## src/rtl/pc_ctrl_pkg.sv

```systemverilog
// Shared types and constants for the fetch-stage next-PC sequencer.
package pc_ctrl_pkg;

  typedef enum logic [2:0] {
    IDLE     = 3'd0,
    FETCH    = 3'd1,
    WAIT_MEM = 3'd2,
    STALL    = 3'd3,
    FLUSH    = 3'd4,
    HALT     = 3'd5
  } pc_state_t;

  localparam int FLUSH_W = 3;

endpackage

```

## src/rtl/pc_ctrl_next.sv

```systemverilog
// Combinational next-PC priority mux: picks pc_load/pc_next and the next
// sequencer state from the current state, hazard inputs and flush counter.
module pc_ctrl_next
  import pc_ctrl_pkg::*;
#(
  parameter int ADDR_W   = 32,
  parameter int INC      = 1,
  parameter int END_ADDR = 161
) (
  input  pc_state_t           state,
  input  logic                start,
  input  logic [ADDR_W-1:0]   pc_cur,
  input  logic                stall,
  input  logic                branch_taken,
  input  logic [ADDR_W-1:0]   branch_target,
  input  logic                imem_ready,
  input  logic [FLUSH_W-1:0]  flush_cnt,
  output logic                pc_load,
  output logic [ADDR_W-1:0]   pc_next,
  output logic                branch_go,
  output pc_state_t           next_state
);

  always_comb begin
    next_state = state;
    pc_load    = 1'b0;
    pc_next    = pc_cur;
    branch_go  = 1'b0;
    case (state)
      IDLE: begin
        if (start) next_state = FETCH;
      end
      FETCH: begin
        if (branch_taken) begin
          pc_load    = 1'b1;
          pc_next    = branch_target;
          branch_go  = 1'b1;
          next_state = FLUSH;
        end else if (pc_cur == ADDR_W'(END_ADDR)) begin
          next_state = HALT;
        end else if (stall) begin
          next_state = STALL;
        end else if (!imem_ready) begin
          next_state = WAIT_MEM;
        end else begin
          pc_load = 1'b1;
          pc_next = pc_cur + ADDR_W'(INC);
        end
      end
      // A resolved branch outranks both stall and memory wait.
      STALL: begin
        if (branch_taken) begin
          pc_load    = 1'b1;
          pc_next    = branch_target;
          branch_go  = 1'b1;
          next_state = FLUSH;
        end else if (!stall) begin
          next_state = FETCH;
        end
      end
      WAIT_MEM: begin
        if (branch_taken) begin
          pc_load    = 1'b1;
          pc_next    = branch_target;
          branch_go  = 1'b1;
          next_state = FLUSH;
        end else if (imem_ready) begin
          next_state = FETCH;
        end
      end
      FLUSH: begin
        if (flush_cnt == '0) next_state = FETCH;
      end
      HALT: begin
        next_state = HALT;
      end
      default: begin
        next_state = IDLE;
      end
    endcase
  end

endmodule

```

## src/rtl/pc_ctrl.sv

```systemverilog
// Fetch-stage next-PC sequencer: holds state, flush counter and load count,
// and drives the pc register's load enable and input value.
module pc_ctrl
  import pc_ctrl_pkg::*;
#(
  parameter int ADDR_W       = 32,
  parameter int INC          = 1,
  parameter int END_ADDR     = 161,
  parameter int FLUSH_CYCLES = 2
) (
  input  logic              clk,
  input  logic              rst,
  input  logic              start,
  input  logic [ADDR_W-1:0] pc_cur,
  input  logic              stall,
  input  logic              branch_taken,
  input  logic [ADDR_W-1:0] branch_target,
  input  logic              imem_ready,
  output logic              pc_load,
  output logic [ADDR_W-1:0] pc_next,
  output logic              flush,
  output logic              halted,
  output logic [2:0]        state_o,
  output logic [31:0]       instr_count
);

  pc_state_t          state;
  pc_state_t          next_state;
  logic [FLUSH_W-1:0] flush_cnt;
  logic               load_raw;
  logic [ADDR_W-1:0]  next_raw;
  logic               branch_go;

  pc_ctrl_next #(
    .ADDR_W   (ADDR_W),
    .INC      (INC),
    .END_ADDR (END_ADDR)
  ) u_next (
    .state         (state),
    .start         (start),
    .pc_cur        (pc_cur),
    .stall         (stall),
    .branch_taken  (branch_taken),
    .branch_target (branch_target),
    .imem_ready    (imem_ready),
    .flush_cnt     (flush_cnt),
    .pc_load       (load_raw),
    .pc_next       (next_raw),
    .branch_go     (branch_go),
    .next_state    (next_state)
  );

  always_ff @(posedge clk or posedge rst) begin
    if (rst) begin
      state <= IDLE;
    end else begin
      state <= next_state;
    end
  end

  // Counter is preloaded one short so FLUSH lasts exactly FLUSH_CYCLES.
  always_ff @(posedge clk or posedge rst) begin
    if (rst) begin
      flush_cnt <= '0;
    end else if (branch_go) begin
      flush_cnt <= FLUSH_W'(FLUSH_CYCLES - 1);
    end else if (state == FLUSH && flush_cnt != '0) begin
      flush_cnt <= flush_cnt - 1'b1;
    end
  end

  always_ff @(posedge clk or posedge rst) begin
    if (rst) begin
      instr_count <= '0;
    end else if (pc_load && instr_count != 32'hFFFF_FFFF) begin
      instr_count <= instr_count + 32'd1;
    end
  end

  // Reset forces the combinational outputs quiet without waiting for a clock.
  assign pc_load = load_raw & ~rst;
  assign pc_next = rst ? '0 : next_raw;
  assign flush   = (state == FLUSH);
  assign halted  = (state == HALT);
  assign state_o = state;

endmodule

```

## config.mk

```make
export PLATFORM = sky130hd
export DESIGN_NAME = pc_ctrl
export DESIGN_NICKNAME = d
export VERILOG_FILES = /design/src/rtl/pc_ctrl_pkg.sv /design/src/rtl/pc_ctrl_next.sv /design/src/rtl/pc_ctrl.sv
export SDC_FILE = /design/constraint.sdc
export NUM_CORES = 1
export LEC_CHECK = 0
export ABC_AREA = 1
export BUFFER_PORTS_ARGS = -buffer_cell sky130_fd_sc_hd__buf_4
export CORE_MARGIN = 2
export CORE_UTILIZATION = 32
export DETAILED_ROUTE_END_ITERATION = 6
export MAX_ROUTING_LAYER = met4
export PLACE_DENSITY = 0.57
export SETUP_SLACK_MARGIN = 0.15
export SYNTH_ARGS = -nofsm -noshare
export SYNTH_HDL_FRONTEND = slang
export SYNTH_SLANG_ARGS = --single-unit
```

## constraint.sdc

```tcl
create_clock -name clk -period 2.1 [get_ports clk]
set_input_delay 0.21 -clock clk [delete_from_list [all_inputs] [get_ports clk]]
set_output_delay 0.21 -clock clk [all_outputs]
set_load 0.02 [all_outputs]
```

Word-level counts from Yosys, hierarchy flattened
Index checks and enable logic that the tools add are counted.
{ "op_classes": {"addsub": 3, "n_bitwise": 2, "reduce_logical": 9, "n_mux": 27, "eq_ne": 12} }
{ "op_table": {"columns": ["cell", "n"], "rows": [
  ["$mux W32", 6],
  ["$add A32 B1 Y32 const B", 2],
  ["$pmux W32 S2", 1],
  ["$mux W3", 12],
  ["$eq A32 B8 Y1 const B", 1],
  ["$ne A32 B32 Y1 const B", 1],
  ["$pmux W3 S6", 1],
  ["$eq A3 B2 Y1 const B", 2],
  ["$eq A3 B3 Y1 const B", 2],
  ["$logic_not A3 Y1", 2],
  ["$mux W1", 6],
  ["$ne A3 B3 Y1 const B", 2],
  ["$ne A5 B4 Y1 const B", 1],
  ["$reduce_and A5 Y1", 1],
  ["$eq A3 B1 Y1 const B", 1],
  ["$reduce_bool A3 Y1", 1],
  ["$reduce_or A3 Y1", 1],
  ["$sub A3 B1 Y3 const B", 1],
  ["$logic_and A1 B1 Y1", 2],
  ["$ne A2 B1 Y1 const B", 1],
  ["$ne A2 B2 Y1 const B", 1],
  ["$pmux W1 S2", 1],
  ["$reduce_bool A2 Y1", 1],
  ["$reduce_or A2 Y1", 1],
  ["other kinds (2)", 2]
]} }
{ "totals": {"input_bits": 70, "register_bits": 38, "output_inout_bits": 70} }

Longest topological paths before layout
{ "depth": {"depth_word": 7, "mapped_depth": 15, "depth_no_buf": 15} }

Cells and area by module
A second synthesis with hierarchy kept.
{ "unflattened": {"cells_unflattened": 1041, "hier_area_um2": 5452.7} }
{ "modules_own_cells": {"columns": ["mod", "instances", "area_each_um2", "seq_area_each_um2", "cells_each"], "rows": [
  ["pc_ctrl", 1, 2757.6, 950.9, 440],
  ["pc_ctrl_next", 1, 2695.1, 0.0, 601]
]} }

Least setup slack after synthesis
No wires, ideal clock.
{ "synth_path": {"path_type": "input-to-output", "from": "in rst", "to": "out pc_next[22]", "path_buffers": 1, "stages": 4, "path_slack_ns": -0.367, "t_arrival_ns": 2.257, "required_ns": 1.890, "cell_sequence": "inv_1 clkbuf_1 o21ai_0 a21oi_1"} }
{ "synth_via": {"elab_chain_len": 1} }
{ "synth_lines": {"columns": ["element", "line_no", "rtl"], "rows": [
  ["start: declaration", "pc_ctrl.sv:12", "input logic rst,"],
  ["$mux W32", "pc_ctrl.sv:82", "assign pc_next = rst ? '0 : next_raw;"],
  ["end: declaration", "pc_ctrl.sv:20", "output logic [ADDR_W-1:0] pc_next,"]
]} }
Every way passes these cells.

Worst setup path after layout
{ "layout_path": {"from": "reg state[2] (netlist: state_o[2])", "to": "out pc_next[15]"} }
{ "layout_via": {"elab_chain_len": 4} }
{ "layout_lines": {"columns": ["element", "line_no", "rtl"], "rows": [
  ["start: declaration", "pc_ctrl.sv:27", "pc_state_t state;"],
  ["start signal: assignment", "pc_ctrl.sv:57", "state <= next_state;"],
  ["$eq A3 B2 Y1", "pc_ctrl_next.sv:29", "case (state)"],
  ["$reduce_or A2 Y1 (no source line)", null, null],
  ["$pmux W32 S2 *", "pc_ctrl_next.sv:29", null],
  ["$mux W32 *", "pc_ctrl.sv:82", null]
]} }
Every way passes the cells marked *; elsewhere a longest branch is shown, timed or not.

==> flow_metrics.env <==
export IMPL_syn_num_nets=977
export IMPL_yosysMostFrequentCell="nand2_1"
export IMPL_worstSetupPathType="flip-flop to output pin"
export IMPL_antenna_found_initial=0
export IMPL_syn_to_final_growth_pct=49.28
export IMPL_synth_edf_count=0
export IMPL_dpl_instance_area_um2=6534
export IMPL_slew_violations=0
export IMPL_grt_max_degree=49
export IMPL_powerDensity_nw_per_um2=749.7
export IMPL_worstMarginPinSlew_ns=0.4856
export IMPL_slew_headroom_pct=67.63
export IMPL_total_power_w=0.005609
export IMPL_num_io_pins=140
export IMPL_final_nets=1152
export IMPL_critPathArrivalTime_ns=1.79
export IMPL_overflow=0
export IMPL_fill_cells=1619
export IMPL_clock_sinks=38
export IMPL_ys_seq_area_share_pct=18.97
export IMPL_synthTopCellsByArea="dfrtp_1 (19%), nand2_1 (19%), nor2_1 (14%)"
export IMPL_fin_crit_sh_pct=95.01
export IMPL_period_minus_slack_ns=1.995
export IMPL_yosys_area_top_type_share_pct=18.97
export IMPL_crit_family="buffers and inverters"
export IMPL_antenna_cells=0
export IMPL_ant_nets=0
export IMPL_highest_layer="met4"
export IMPL_setup_violations_final=0
export IMPL_synth_seq_cells=38
export IMPL_final_area_um2=7482
export IMPL_port_buffers=139
export IMPL_drc=0
export IMPL_path_clk_slew_ns=0.06
export IMPL_worstSetupStartpointType="flip-flop"
export IMPL_synth_flop_cell="dfrtp_1"
export IMPL_die_w_um=129.2
export IMPL_synthCells=902
export IMPL_cts_buffer_depth=2
export IMPL_avgViaCountPerCell=5.094
export IMPL_wl_met2_um=9889
export IMPL_wl_met1_um=8523
export IMPL_critPathRequiredTime_ns=1.89
export IMPL_slowest_stage="dfrtp_2"
export IMPL_ir_drop_v=0.0003821
export IMPL_min_delay_path_class="primary input to asynchronous set/reset pin"
export IMPL_yosysWarnings=0
export IMPL_drive_above_1_share_pct=33.02
export IMPL_dr_pass1_iters=5
export IMPL_vias=6566
export IMPL_post_synth_cell_area_avg_um2=5.557
export IMPL_finClkSkew_ns=0.008411
export IMPL_leakagePower_nw=3.501
export IMPL_grt_usage_pct=22.34
export IMPL_setup_tns_ns=0
export IMPL_max_stage_delay_ns=0.45
export IMPL_wl_per_cell_um=14.96
export IMPL_fp_coreArea_um2=15260
export IMPL_async_flop_share_pct=100.0
export IMPL_hold_viol_final=0
export IMPL_critPathBufInv=4
export IMPL_crit_fanout=18
export IMPL_clk_insertion_delay_late_ns=0.29
export IMPL_grt_pass1_vias=5966
export IMPL_rows=45
export IMPL_yosys_cell_types_count=41
export IMPL_synth_area_um2=5012
export IMPL_cts_root_buffer="clkbuf_16"
export IMPL_cts_tree="built"
export IMPL_fp_dieH_um=129.2
export IMPL_grt_pass1_wl_um=29570
export IMPL_fmax_mhz=501.2
export IMPL_synth_top_area_cell="dfrtp_1"
export IMPL_die_area_um2=16680
export IMPL_synth_cells_most_frequent="nand2_1 (252), nor2_1 (182), inv_1 (79), nand3_1 (64), o21ai_0 (59)"
export IMPL_critical_path_endpoint_type="output pin"
export IMPL_crit_chain="nor2_4 > buf_6 > inv_2 > buf_12 > a211oi_1 > nor2_1 > a21oi_1 > buf_4"
export IMPL_rsz0062_at_grt="yes"
export IMPL_whs_ns=0.08400
export IMPL_drt_wl_total_um=19290
export IMPL_h_tree_depth=2
export IMPL_cts_inserted_buffers=5
export IMPL_wl_met3_um=674
export IMPL_status="finished, final reports clean"
export IMPL_start_util_pct=32.85
export IMPL_gp_congestion=0.9226
export IMPL_maxCapViolCount=0
export IMPL_cts_hold_buffers=0
export IMPL_drt_first_iter_violations=421
export IMPL_hpwl_um=14260
==> layer usage <==
layer | vias to the layer above | global-route usage, %
met5 | - | -
met4 | 0 | 5.243
met3 | 19 | 2.064
met2 | 161 | 38.92
met1 | 3082 | 27.97
li1 | 3304 | -
==> placed cells by master, fill, tap and decap left out, drive strengths merged <==
master / n
o211ai: 4
a311oi: 1
a22oi: 1
a32oi: 1
nor4: 8
inv: 83
buf: 205
xnor2: 4
nand2: 255
clkinv: 3
o22ai: 2
o21ai: 60
xor2: 26
nor3: 28
clkbuf: 7
nand3: 65
nor2: 192
a211oi: 26
dfrtp: 38
a31oi: 4
ha: 5
o31ai: 1
nand4: 24
a21oi: 31
bufinv: 1
or2: 2
o311a: 1
==> stage by stage <==
step | instances | setup WS [ns] | util, %
final | 1289 | 0.1048 | 49.04
after global placement | 1256 | 0.001327 | 42.82
after detailed placement | 1256 | 0.01262 | 42.82
after global routing | 1289 | 0.02434 | 49.04
after CTS | 1271 | 0.07613 | 45.17
after floorplan | 902 | 0.1344 | -
==> state kept, by name, summed over array words and instances (netlist names) <==
| name | cells |
|---|---|
| flush_cnt | 3 |
| instr_count | 32 |
| state_o | 3 |
==> where the power goes <==
| group | switching (W) | total, W | leakage, nW | internal [W] |
|---|---|---|---|---|
| sequential | 0.0000991 | 0.000933 | 0.492 | 0.000834 |
| combinational | 0.00228 | 0.00382 | 2.93 | 0.00154 |
| clock | 0.000305 | 0.000861 | 0.0836 | 0.000556 |
==> worst reg2reg max path, delay by kind of cell, from the launching register on <==
family	cells	cell delay, ns
AND/OR/NAND/NOR	10	1.04
buffers and inverters	2	0.30
flip-flops	1	0.42
==> what timing repair did <==
| action | 4_1_cts | 5_1_grt |
|---|---|---|
| setup buffers | 7 | 13 |
| cloned | 0 | 5 |
| pin swaps | 16 | 41 |
| setup endpoints to repair | 33 | 55 |
| resized for setup | 37 | 138 |
==> logic make-up (layout without fill, tap and decap cells) <==
logic type | Yosys count | in the layout | synth area share (%)
simple gates | 573 | 574 | 48.85
buf+inv | 124 | 299 | 10.28
xor+xnor | 30 | 30 | 5.392
flops | 38 | 38 | 18.97
fa+ha+maj | 5 | 5 | 1.248
compound gates | 132 | 132 | 15.25
==> worst paths after layout <==
check / endpoint / slack (ns) / from / depth (start not counted)
setup reg to reg: instr_count[14]$_DFFE_PP0P_ / 0.23 / instr_count[4]$_DFFE_PP0P_ / 12
hold / removal: instr_count[6]$_DFFE_PP0P_ / 0.08 / rst / 3
hold reg to reg: instr_count[2]$_DFFE_PP0P_ / 0.51 / instr_count[2]$_DFFE_PP0P_ / 1
setup / recovery: pc_next[15] / 0.10 / state_o[2]$_DFFE_PP0P_ / 8
min in group clk: state_o[0]$_DFFE_PP0P_ / 0.31 / stall / 3
max in group asynchronous: instr_count[3]$_DFFE_PP0P_ / 1.66 / rst / 3
==> cell type report <==
cell class                      count  area, um^2  share of cell area (%)
Sequential cell                    38       955.9                   12.78
Tap cell                          211       264.0                   3.528
Timing Repair Buffer              207        1765                   23.60
Inverter                           84       335.3                   4.482
Clock buffer                        5       125.1                   1.672
Clock inverter                      3       40.04                  0.5351
Multi-Input combinational cell    741        3996                   53.41
Power figures use the tool's default switching activity.
